## config.mk

```make
export PLATFORM = sky130hd
export DESIGN_NAME = cp0
export DESIGN_NICKNAME = d
export VERILOG_FILES = /design/src/rtl/cp0_pkg.sv /design/src/rtl/cp0_timer.sv /design/src/rtl/cp0.sv
export SDC_FILE = /design/constraint.sdc
export NUM_CORES = 1
export LEC_CHECK = 0
export ABC_AREA = 1
export CELL_PAD_IN_SITES_DETAIL_PLACEMENT = 1
export CELL_PAD_IN_SITES_GLOBAL_PLACEMENT = 2
export CORE_ASPECT_RATIO = 0.7
export CORE_MARGIN = 5
export CORE_UTILIZATION = 23
export CTS_BUF_LIST = sky130_fd_sc_hd__clkbuf_8
export CTS_CLUSTER_SIZE = 20
export DETAILED_ROUTE_END_ITERATION = 8
export PLACE_DENSITY = 0.87
export SLEW_MARGIN = 20
export SYNTH_ARGS = -nofsm -noshare
export SYNTH_HDL_FRONTEND = slang
export SYNTH_SLANG_ARGS = --single-unit
```

## constraint.sdc

```tcl
create_clock -name clk -period 1.57 [get_ports clk]
set_input_delay 0.2355 -clock clk [delete_from_list [all_inputs] [get_ports clk]]
set_output_delay 0.2355 -clock clk [all_outputs]
set_load 0.02 [all_outputs]
```

## src/rtl/cp0_pkg.sv

```systemverilog
// Shared CP0 definitions: register indices, exception codes, SR/Cause bit positions.
package cp0_pkg;

   localparam int unsigned XLEN  = 32;
   localparam int unsigned IDX_W = 5;

   localparam logic [IDX_W-1:0] REG_COUNT   = 5'd9;
   localparam logic [IDX_W-1:0] REG_COMPARE = 5'd11;
   localparam logic [IDX_W-1:0] REG_SR      = 5'd12;
   localparam logic [IDX_W-1:0] REG_CAUSE   = 5'd13;
   localparam logic [IDX_W-1:0] REG_EPC     = 5'd14;
   localparam logic [IDX_W-1:0] REG_PRID    = 5'd15;

   localparam logic [4:0] EXC_INT     = 5'd0;
   localparam logic [4:0] EXC_ADEL    = 5'd4;
   localparam logic [4:0] EXC_ADES    = 5'd5;
   localparam logic [4:0] EXC_SYSCALL = 5'd8;
   localparam logic [4:0] EXC_RI      = 5'd10;
   localparam logic [4:0] EXC_OV      = 5'd12;

   localparam logic [XLEN-1:0] HANDLER_ADDR = 32'h0000_4180;

   localparam int unsigned SR_IE_BIT    = 0;
   localparam int unsigned SR_EXL_BIT   = 1;
   localparam int unsigned SR_IM_LO     = 10;
   localparam int unsigned SR_IM_HI     = 15;
   localparam int unsigned CAUSE_BD_BIT = 31;
   localparam int unsigned CAUSE_IP_LO  = 10;
   localparam int unsigned CAUSE_IP_HI  = 15;
   localparam int unsigned CAUSE_EXC_LO = 2;
   localparam int unsigned CAUSE_EXC_HI = 6;

   typedef struct packed {
      logic [5:0] im;
      logic       exl;
      logic       ie;
   } sr_t;

   function automatic logic [XLEN-1:0] word_align(input logic [XLEN-1:0] a);
      return {a[XLEN-1:2], 2'b00};
   endfunction

endpackage

```

## src/rtl/cp0_timer.sv

```systemverilog
// Count/Compare timer with a pending flag that feeds interrupt line IP[15].
module cp0_timer
   import cp0_pkg::*;
(
   input  logic             clk,
   input  logic             rst_n,
   input  logic             we,
   input  logic [IDX_W-1:0] addr,
   input  logic [XLEN-1:0]  wdata,
   output logic [XLEN-1:0]  count,
   output logic [XLEN-1:0]  compare,
   output logic             pend
);

   logic [XLEN-1:0] count_q, count_d;
   logic [XLEN-1:0] compare_q, compare_d;
   logic            pend_q, pend_d;

   // A Compare write acknowledges the timer, so its clear beats a same-cycle match.
   always_comb begin
      count_d   = count_q + XLEN'(1);
      compare_d = compare_q;
      pend_d    = pend_q | (count_q == compare_q);
      if (we && (addr == REG_COUNT)) begin
         count_d = wdata;
      end
      if (we && (addr == REG_COMPARE)) begin
         compare_d = wdata;
         pend_d    = 1'b0;
      end
   end

   always_ff @(posedge clk or negedge rst_n) begin
      if (!rst_n) begin
         count_q   <= '0;
         compare_q <= '0;
         pend_q    <= 1'b0;
      end else begin
         count_q   <= count_d;
         compare_q <= compare_d;
         pend_q    <= pend_d;
      end
   end

   assign count   = count_q;
   assign compare = compare_q;
   assign pend    = pend_q;

endmodule

```

## src/rtl/cp0.sv

```systemverilog
// CP0 exception/interrupt controller at the M stage; holds SR, Cause, EPC, PRId.
// Optional Count/Compare timer enabled by defining CP0_COUNT_EN.
module cp0
   import cp0_pkg::*;
#(
   parameter logic [31:0] PRID_VALUE = 32'h0000_0000
) (
   input  logic        clk,
   input  logic        reset,
   input  logic [4:0]  A1,
   input  logic [4:0]  A2,
   input  logic [31:0] Din,
   input  logic        We,
   input  logic [31:0] PC_M,
   input  logic        BD_M,
   input  logic [4:0]  Exc_Code_M,
   input  logic        EXLClr,
   input  logic [5:0]  HWInt,
   output logic [31:0] Dout,
   output logic [31:0] EPC_out,
   output logic        Req
);

   sr_t             sr_q, sr_d;
   logic            bd_q, bd_d;
   logic [5:0]      ip_q, ip_d;
   logic [4:0]      exc_q, exc_d;
   logic [XLEN-1:0] epc_q, epc_d;

   logic            timer_pend;
   logic [5:0]      ip_now;
   logic            int_req;
   logic            exc_req;
   logic            wr_en;

`ifdef CP0_COUNT_EN
   logic [XLEN-1:0] count_val;
   logic [XLEN-1:0] compare_val;

   cp0_timer u_timer (
      .clk     (clk),
      .rst_n   (reset),
      .we      (wr_en),
      .addr    (A2),
      .wdata   (Din),
      .count   (count_val),
      .compare (compare_val),
      .pend    (timer_pend)
   );
`else
   assign timer_pend = 1'b0;
`endif

   // Request logic uses live HWInt so the flush lands in the same cycle.
   always_comb begin
      ip_now  = {HWInt[5] | timer_pend, HWInt[4:0]};
      int_req = sr_q.ie & ~sr_q.exl & (|(ip_now & sr_q.im));
      exc_req = ~sr_q.exl & (Exc_Code_M != 5'd0);
      Req     = reset & (int_req | exc_req);
      wr_en   = We & ~Req;
   end

   always_comb begin
      sr_d  = sr_q;
      bd_d  = bd_q;
      ip_d  = ip_now;
      exc_d = exc_q;
      epc_d = epc_q;
      if (wr_en && (A2 == REG_SR)) begin
         sr_d.im  = Din[SR_IM_HI:SR_IM_LO];
         sr_d.exl = Din[SR_EXL_BIT];
         sr_d.ie  = Din[SR_IE_BIT];
      end
      if (wr_en && (A2 == REG_EPC)) begin
         epc_d = word_align(Din);
      end
      if (EXLClr) begin
         sr_d.exl = 1'b0;
      end
      if (Req) begin
         sr_d.exl = 1'b1;
         bd_d     = BD_M;
         exc_d    = int_req ? EXC_INT : Exc_Code_M;
         epc_d    = BD_M ? word_align(PC_M - XLEN'(4)) : word_align(PC_M);
      end
   end

   always_ff @(posedge clk or negedge reset) begin
      if (!reset) begin
         sr_q  <= '0;
         bd_q  <= 1'b0;
         ip_q  <= '0;
         exc_q <= '0;
         epc_q <= '0;
      end else begin
         sr_q  <= sr_d;
         bd_q  <= bd_d;
         ip_q  <= ip_d;
         exc_q <= exc_d;
         epc_q <= epc_d;
      end
   end

   always_comb begin
      Dout = '0;
      case (A1)
         REG_SR:    Dout = {16'd0, sr_q.im, 8'd0, sr_q.exl, sr_q.ie};
         REG_CAUSE: Dout = {bd_q, 15'd0, ip_q, 3'd0, exc_q, 2'b00};
         REG_EPC:   Dout = epc_q;
         REG_PRID:  Dout = PRID_VALUE;
`ifdef CP0_COUNT_EN
         REG_COUNT:   Dout = count_val;
         REG_COMPARE: Dout = compare_val;
`endif
         default:   Dout = '0;
      endcase
   end

   // Forward an in-flight EPC write so eret in the same cycle sees it.
   always_comb begin
      EPC_out = epc_q;
      if (reset && We && (A2 == REG_EPC)) begin
         EPC_out = word_align(Din);
      end
   end

endmodule

```

# Word-level counts from Yosys, hierarchy flattened
# Cells that the tools add are included.
op_classes:
  n_bitwise: 9
  n_reduce_logical: 8
  magnitude_cmp: 0
  n_addsub: 1
  shifts: 0
  n_mux: 9
  n_eq_ne: 5
  div_mod_pow: 0
  n_mul: 0
ops:
  columns: ["cell", "n"]
  rows:
  - ["$mux 32", 4]
  - ["$pmux 32 s3", 1]
  - ["$sub 32x3->32 const B", 1]
  - ["$eq 5x4->1 const B", 5]
  - ["$and 6x6->6", 1]
  - ["$reduce_or 6->1", 1]
  - ["$and 1x1->1", 5]
  - ["$mux 5", 1]
  - ["$reduce_bool 5->1", 1]
  - ["$logic_and 1x1->1", 4]
  - ["$reduce_bool 3->1", 1]
  - ["$mux 1", 2]
  - ["$mux 2", 1]
  - ["$not 1->1", 2]
  - ["$reduce_bool 2->1", 1]
  - ["$or 1x1->1", 1]
totals:
  inputBits: 90
  latchBits: 0
  output_inout_bits: 65
  reg_bits: 52
  mem_count: 0
  mem_bits_rw: 0
  rom_bits: 0

# Depth between registers and ports, before layout
# Gate-level depths: netlist (run 1).
depth:
  word_depth: 11
  mapped_depth: 13
  mapped_depth_nobuf: 13

# Worst setup path before layout (run 1)
# No wires, ideal clock.
synth_path:
  path_kind: "in2out"
  from: "input port A1[0]"
  to: "output port Dout[31]"
  path_stages: 4
  setup_slack_ns: -0.097
  path_buffers: 1
  t_arrival_ns: 1.432
  cell_sequence: "nor2_1 > nand4_1 > clkbuf_1 > o21ai_0"
synth_between:
  elab_chain_len: 2
  elab_cells_between_ends: 4
  cone_classes: "eq/ne (3); mux (1)"
synth_rtl:
  columns: ["element", "line_no", "source"]
  rows:
  - ["start, declared", "cp0.sv:10", "input logic [4:0] A1,"]
  - ["$eq 5x4->1", "cp0.sv:106", "case (A1)"]
  - ["$pmux 32 s3 (*)", "cp0.sv:106", null]
  - ["end, declared", "cp0.sv:19", "output logic [31:0] Dout,"]
# Every way passes the cells marked *; elsewhere a longest branch is shown, timed or not.

# Worst setup path after layout (run 1)
layout_path:
  from: "register sr_q[4] (netlist name)"
  to: "output port Req"
layout_between:
  elab_chain_len: 5
layout_rtl:
  columns: ["element", "line_no", "source"]
  rows:
  - ["start, declared", "cp0.sv:24", "sr_t sr_q, sr_d;"]
  - ["start signal, assigned", "cp0.sv:96", "sr_q <= sr_d;"]
  - ["$and 6x6->6", "cp0.sv:57", "int_req = sr_q.ie & ~sr_q.exl & (|(ip_now & sr_q.im));"]
  - ["$reduce_or 6->1", "cp0.sv:57", null]
  - ["$and 1x1->1", "cp0.sv:57", null]
  - ["$or 1x1->1", "cp0.sv:59", "Req = reset & (int_req | exc_req);"]
  - ["$and 1x1->1", "cp0.sv:59", null]
  - ["end, declared", "cp0.sv:21", "output logic Req"]
# Every way passes these cells.

==> flow_metrics.py, run 1 <==
metrics = {
    "run_status": {
        "status": "finished, violations left",
        "violations": "negative setup slack",
    },
    "synthesis": {
        "netlist_area_mm2": 0.00389,
        "yosysSeqAreaShare_pct": 32.2,
        "syn_area_per_cell_um2": 6.39,
        "ys_types": 33,
        "ys_warn_count": 0,
        "syn_inst": 609,
        "ys_seq_elements": 50,
    },
    "clock_network": {
        "insertion_delay_ns": 0.32,
        "clkTransAtPathRegs_ns": 0.12,
        "cts_sinks": 50,
        "tritoncts": "done",
        "clockRootBuffer": "clkbuf_8",
        "ctsHtreeMaxLevel": 2,
        "cts_buffer_depth": 2,
        "cts.hold.buffers_added": 0,
        "numCtsBuffers": 5,
    },
    "cells_and_area": {
        "final_cell_mix": "138 x buf_4, 106 x nand2_1, 96 x inv_1, 69 x clkdlybuf4s50_1, 63 x o21ai_1",
        "n_fill_cell": 1979,
        "layout_commonest_cell": "buf_4",
        "drive_gt1_share_pct": 42.0,
        "multi_input_area_mm2": 0.00284,
        "stdcell_count": 1129,
        "area_growth_pct": 106,
        "regArea_mm2": 0.00125,
        "nNetsFinal": 991,
    },
    "global_routing": {
        "grt_pass1_wl_um": 30500,
        "antenna_found_initial": 2,
        "grt_usage_pct": 19.9,
        "grt_max_degree": 51,
        "grt-ovfl-total": 0,
        "grt_pass1_vias": 5379,
    },
    "place": {
        "dp_cells": 1076,
        "dpl.hpwl_um": 14200,
        "portBuffers": 150,
        "gp_congestion": 0.856,
    },
    "drt": {
        "vias_per_cell": 4.54,
        "drt-initial-drc-count": 197,
        "first_pass_iters": 4,
        "dr_total_vias": 5122,
        "drt_wl_total_um": 21000,
        "wl_per_cell_um": 18.6,
        "drc": 0,
        "final_antenna_net_count": 0,
    },
    "floorplanning": {
        "rows": 39,
        "fp.coreArea_mm2": 0.0164,
        "die_y_um": 119,
        "fp.dieW_um": 165,
        "top_level_ports": 155,
        "die-area_mm2": 0.0196,
        "start_util_pct": 23.6,
    },
    "timing": {
        "rsz0062_at_grt": "true",
        "hold_ws_ns": 0.291,
        "period_minus_slack_ns": 1.72,
        "worst_pin_slew_ns": 0.714,
        "finClkSkew_ns": 0.00725,
        "finalHoldViolCount": 0,
        "setup_violations": 49,
        "final-max-slew-violation-count": 0,
        "fin_setup_tns_ns": -3.53,
        "slew_headroom_pct": 52.4,
        "setup_slack_ns": -0.149,
        "fmax_mhz": 582,
        "timing.final.crit_share_pct": 109,
    },
    "power": {
        "ir_drop_mv": 0.482,
        "power.density_mw_per_mm2": 888,
        "p_total_mw": 7.11,
        "leakagePower_nw": 3.86,
    },
    "worst_setup_path": {
        "worstPathCellList": "nand2_1 -> nand2_1 -> nor2_2 -> nand2_2 -> nand2_4 -> nand2_4 -> nand2_4 -> inv_2 -> buf_6",
        "crit_path_top_delay_cell": "dfrtp_1",
        "startpoint_type": "flip-flop",
        "critPathTopFamily": "simple AND/OR/NAND/NOR gates",
        "critPathArrivalTime_ns": 1.48,
        "max_stage_delay_ns": 0.40,
        "cp_max_fo": 3,
        "endpoint_kind": "output port",
        "critical_path_class": "reg2out",
        "timing.critical_path.mode_cell": "nand2_4",
        "crit_buf_inv": 2,
        "crit_required_ns": 1.33,
    },
    "min_path": {
        "hold_path_class": "in2async",
    },
    "run": {
        "cap_violations": 0,
    },
}
routing by layer:
metal  vias up  track usage (%)  wire [um]
met3         9             4.21       1290
li1       2509                -          -
met1      2478             28.1       9720
met2       126             32.3       9820
met5         -                0          0
met4         0             2.27        136
worst reg2reg max path, stage by stage (launching register included):
cell and delay (ns):
dfrtp_1 0.40, nand2_1 0.06, nand2_1 0.06, nor2_2 0.14
nand2_2 0.10, nand2_4 0.08, nand2_4 0.05, nand2_4 0.09
buf_6 0.16, buf_12 0.16, o21ai_0 0.09, o21ai_1 0.09
o21ai_1 0.09
power by group:
part | internal [mW] | switching (mW) | leakage (nW)
Sequential | 1.68 | 0.351 | 0.592
Clock | 0.488 | 0.546 | 0.0563
Combinational | 1.96 | 2.08 | 3.21
worst paths after layout:
check / startpoint / end / slack, ns / depth (start not counted)
min reg2reg: bd_q / bd_q / 0.53 / 2
min in group clk: HWInt[0] / ip_q[0] / 0.38 / 1
min: reset / epc_q[6] / 0.29 / 3
max in group asynchronous: reset / epc_q[20] / 0.80 / 3
max reg2reg: sr_q[4] / epc_q[16] / -0.13 / 12
max: sr_q[4] / Req / -0.15 / 9
metrics by stage:
stage | utilization, % | instance area (um2) | worst slack, ns
floorplan | - | 3890 | -0.0255
global placement | 39.4 | 6470 | -0.833
detailed placement | 39.4 | 6470 | -0.902
CTS | 44.4 | 7310 | -0.164
global route | 48.6 | 8000 | -0.226
finish | 48.7 | 8010 | -0.149
logic make-up (layout without fill, tap and decap cells):
group	after synthesis	after routing	share of synthesized area (%)
simple gates	281	281	31.7
other cells	1	5	0.0964
flops	50	50	32.2
buf+inv	129	420	13.6
fa+ha+maj	1	1	0.322
xor+xnor	16	16	3.60
compound gates	131	131	18.5
cells in the mapped netlist (all sizes together):
master / instances / share of area [%]
xnor2: 5 / 1.1
o211ai: 7 / 1.5
dfrtp: 50 / 32
nor2: 79 / 8.5
xor2: 11 / 2.5
nand2: 154 / 16
o22ai: 5 / 0.80
a21oi: 5 / 0.74
nand3b: 2 / 0.39
and2: 1 / 0.16
conb: 1 / 0.096
ha: 1 / 0.32
clkbuf: 12 / 1.2
inv: 105 / 10
nand4: 9 / 1.8
nand3: 36 / 5.0
buf: 12 / 2.3
o21ai: 111 / 15
o21bai: 3 / 0.58
registers in the layout, summed over array words and instances, names as in the netlist:
| name | flops |
|---|---|
| ip_q | 6 |
| epc_q | 30 |
| exc_q | 5 |
| sr_q | 8 |
| bd_q | 1 |
final cells by class:
type	instances	area share (%)
inverters	105	5.05
repair buffers	307	38.8
clock inverters	3	0.610
well taps	225	3.52
multi-input cells	431	35.4
diodes	3	0.0938
flip-flops and latches	50	15.6
clock buffers	5	0.860
timing repair:
action,in CTS,in global routing
pin swaps,10,19
buffers inserted,28,4
gates cloned,10,5
gates resized for setup,473,169
setup endpoints to repair,105,105
(Power assumes the default switching activity.)
==> run 2: changes to the inputs <==
- HOLD_SLACK_MARGIN: unset -> 0.03
==> results of run 2 <==
The final DEF is identical to that of run 1; final timing and power are the same.
==> run 3: changes to the inputs <==
- REMOVE_ABC_BUFFERS: unset -> 1
==> run 3 against run 2 <==
  * The run still ends with negative setup slack left
  * Core utilization is 1.9 points lower
  * Fmax is 0.88% lower
  * Sequential share of layout area is 0.65 points higher
  * Critical endpoint unchanged
  * Largest power group unchanged
==> flow_metrics.py, run 3 (synthesis results as in run 1) <==
metrics = {
    "cells_and_area": {
        "largest_reg_flops": 30,
        "layout_commonest_cell": "buf_4",
        "area_growth_pct": 97.7,
        "antenna_cells": 0,
        "largestRegisters": "epc_q x30, sr_q x8, ip_q x6",
        "n_fill_cell": 2028,
        "top_register": "epc_q",
        "final_cell_mix": "134 x buf_4, 120 x nand2_1, 95 x inv_1, 70 x clkdlybuf4s50_1, 58 x o21ai_1",
        "nNetsFinal": 987,
        "drive_gt1_share_pct": 39.0,
    },
    "worst_setup_path": {
        "ff2ff_path_depth": 12,
        "worstPathCellList": "nand2_2 -> nand2_2 -> nor2_4 -> nand2_2 -> nand2_4 -> nand2_4 -> nand2_4 -> inv_4 -> buf_6",
        "crit_path_top_delay_cell": "dfrtp_1",
        "critical_path.startpoint": "sr_q[7]",
        "critPathArrivalTime_ns": 1.50,
        "endpoint_kind": "output port",
        "critical_path_class": "reg2out",
        "r2r_setup_slack_ns": -0.12,
        "timing.rr.start": "sr_q[7]",
        "crit_required_ns": 1.33,
        "r2r_end": "epc_q[11]",
        "startpoint_type": "flip-flop",
        "max_stage_delay_ns": 0.42,
        "cp-endpoint": "Req",
        "cp_max_fo": 3,
    },
    "global_routing": {
        "grt_pass1_vias": 5520,
        "grt-ovfl-total": 0,
        "grt_max_degree": 51,
        "grt_usage_pct": 20.2,
        "antenna_found_initial": 0,
        "grt_pass1_wl_um": 30900,
    },
    "power": {
        "power.density_mw_per_mm2": 890,
        "ir_drop_mv": 0.494,
        "switchingPower_mw": 2.84,
        "leakagePower_nw": 3.79,
        "p_total_mw": 6.84,
        "seqPwrFrac_pct": 29.1,
        "clockPowerShare_pct": 15.0,
        "combPwrFrac_pct": 55.9,
        "internal-power_mw": 4.00,
        "sw_frac_of_total_pct": 41.5,
    },
    "place": {
        "dpl.hpwl_um": 13800,
        "dp_slack_ns": -0.861,
        "portBuffers": 150,
        "gp_congestion": 0.853,
    },
    "clock_network": {
        "cts.hold.buffers_added": 0,
        "cts_sinks": 50,
        "insertion_delay_ns": 0.33,
        "tritoncts": "done",
        "cts_buffer_depth": 2,
        "clockRootBuffer": "clkbuf_8",
        "numCtsBuffers": 5,
        "clkTransAtPathRegs_ns": 0.12,
        "ctsHtreeMaxLevel": 2,
    },
    "timing": {
        "rsz0062_at_grt": "true",
        "hold_ws_ns": 0.276,
        "setup_violations": 61,
        "slew_headroom_pct": 52.9,
        "period_minus_slack_ns": 1.73,
        "worst_pin_slew_ns": 0.707,
        "setup_slack_ns": -0.164,
        "finClkSkew_ns": 0.0144,
        "timing.final.crit_share_pct": 110,
        "final-max-slew-violation-count": 0,
        "finalHoldViolCount": 0,
        "fmax_mhz": 577,
    },
    "drt": {
        "drt-initial-drc-count": 229,
        "wl_per_cell_um": 18.3,
        "dr_total_vias": 5117,
        "first_pass_iters": 4,
        "drt_wl_total_um": 20500,
        "final_antenna_net_count": 0,
        "drc": 0,
        "vias_per_cell": 4.56,
    },
    "run_status": {
        "status": "finished, violations left",
        "violations": "negative setup slack",
    },
    "floorplanning": {
        "die_y_um": 119,
        "top_level_ports": 155,
        "fp.dieW_um": 165,
        "fp.coreArea_mm2": 0.0164,
        "die-area_mm2": 0.0196,
        "rows": 39,
        "start_util_pct": 23.6,
    },
    "run": {
        "cap_violations": 0,
    },
    "min_path": {
        "hold_path_class": "in2async",
    },
}
run 3: cell types whose count changed in the layout (fill, tap and decap cells not counted), moves of 5 or more:
cell,change
o21ai_1,-5
o21ai_2,-8
nand2_4,-12
o21ai_4,+6
nand2_1,+14
o21ai_0,+7
nor2_1,+5
clkdlybuf4s15_2,-8
buf_2,+10
run 3: cell type report:
type	count	area (um2)	area share [%]
inverters	105	408	5.31
clock buffers	5	68.8	0.895
well taps	225	282	3.66
clock inverters	3	43.8	0.570
repair buffers	303	2930	38.1
flip-flops and latches	50	1250	16.3
multi-input cells	431	2700	35.2
run 3: repair_timing:
item	in CTS	in global routing
pin swaps	14	19
cloned	12	1
endpoints found under the setup margin	102	104
hold endpoints to repair	0	0
buffers inserted	15	3
resized for setup	465	120
run 3: per-layer routing:
layer / global-route usage [%] / wire length [um] / vias to the layer above
met3: 4.70 / 1250 / 14
met5: 0 / 0 / -
met2: 31.8 / 9510 / 138
met1: 28.5 / 9550 / 2472
li1: - / - / 2493
met4: 4.07 / 224 / 0
run 3: power groups by stage:
stage               clock network, mW  logic [mW]  registers (mW)
floorplan                           0        1.49            1.86
global placement                    0        3.03            1.91
detailed placement                  0        3.08            1.93
CTS                              1.05        3.29            1.92
global route                     1.09        4.15            2.04
finish                           1.03        3.82            1.99
run 3: how the worst min path moves through the flow:
stage	from	to	slack, ns
finish	reset	epc_q[11]	0.28
global route	reset	ip_q[1]	0.34
CTS	reset	ip_q[1]	0.31
detailed placement	bd_q	bd_q	0.49
global placement	bd_q	bd_q	0.48
floorplan	reset	bd_q	-0.06
run 3: critical path, delay by kind of cell (launching register included):
kind                   cells  cell delay, ns
buffers and inverters      2            0.17
DFF                        1            0.42
and+or+nand+nor            7            0.57
run 3: metrics by stage:
step / util [%] / setup TNS, ns / cell area, um2 / cells
2_1_floorplan: - / -49.67 / 3760 / 586
3_3_place_gp: 39.9 / -60.78 / 6560 / 1088
3_5_place_dp: 39.9 / -63.93 / 6560 / 1088
4_1_cts: 44.2 / -5.61 / 7260 / 1122
5_1_grt: 46.7 / -9.28 / 7690 / 1122
6_report: 46.7 / -3.86 / 7690 / 1122
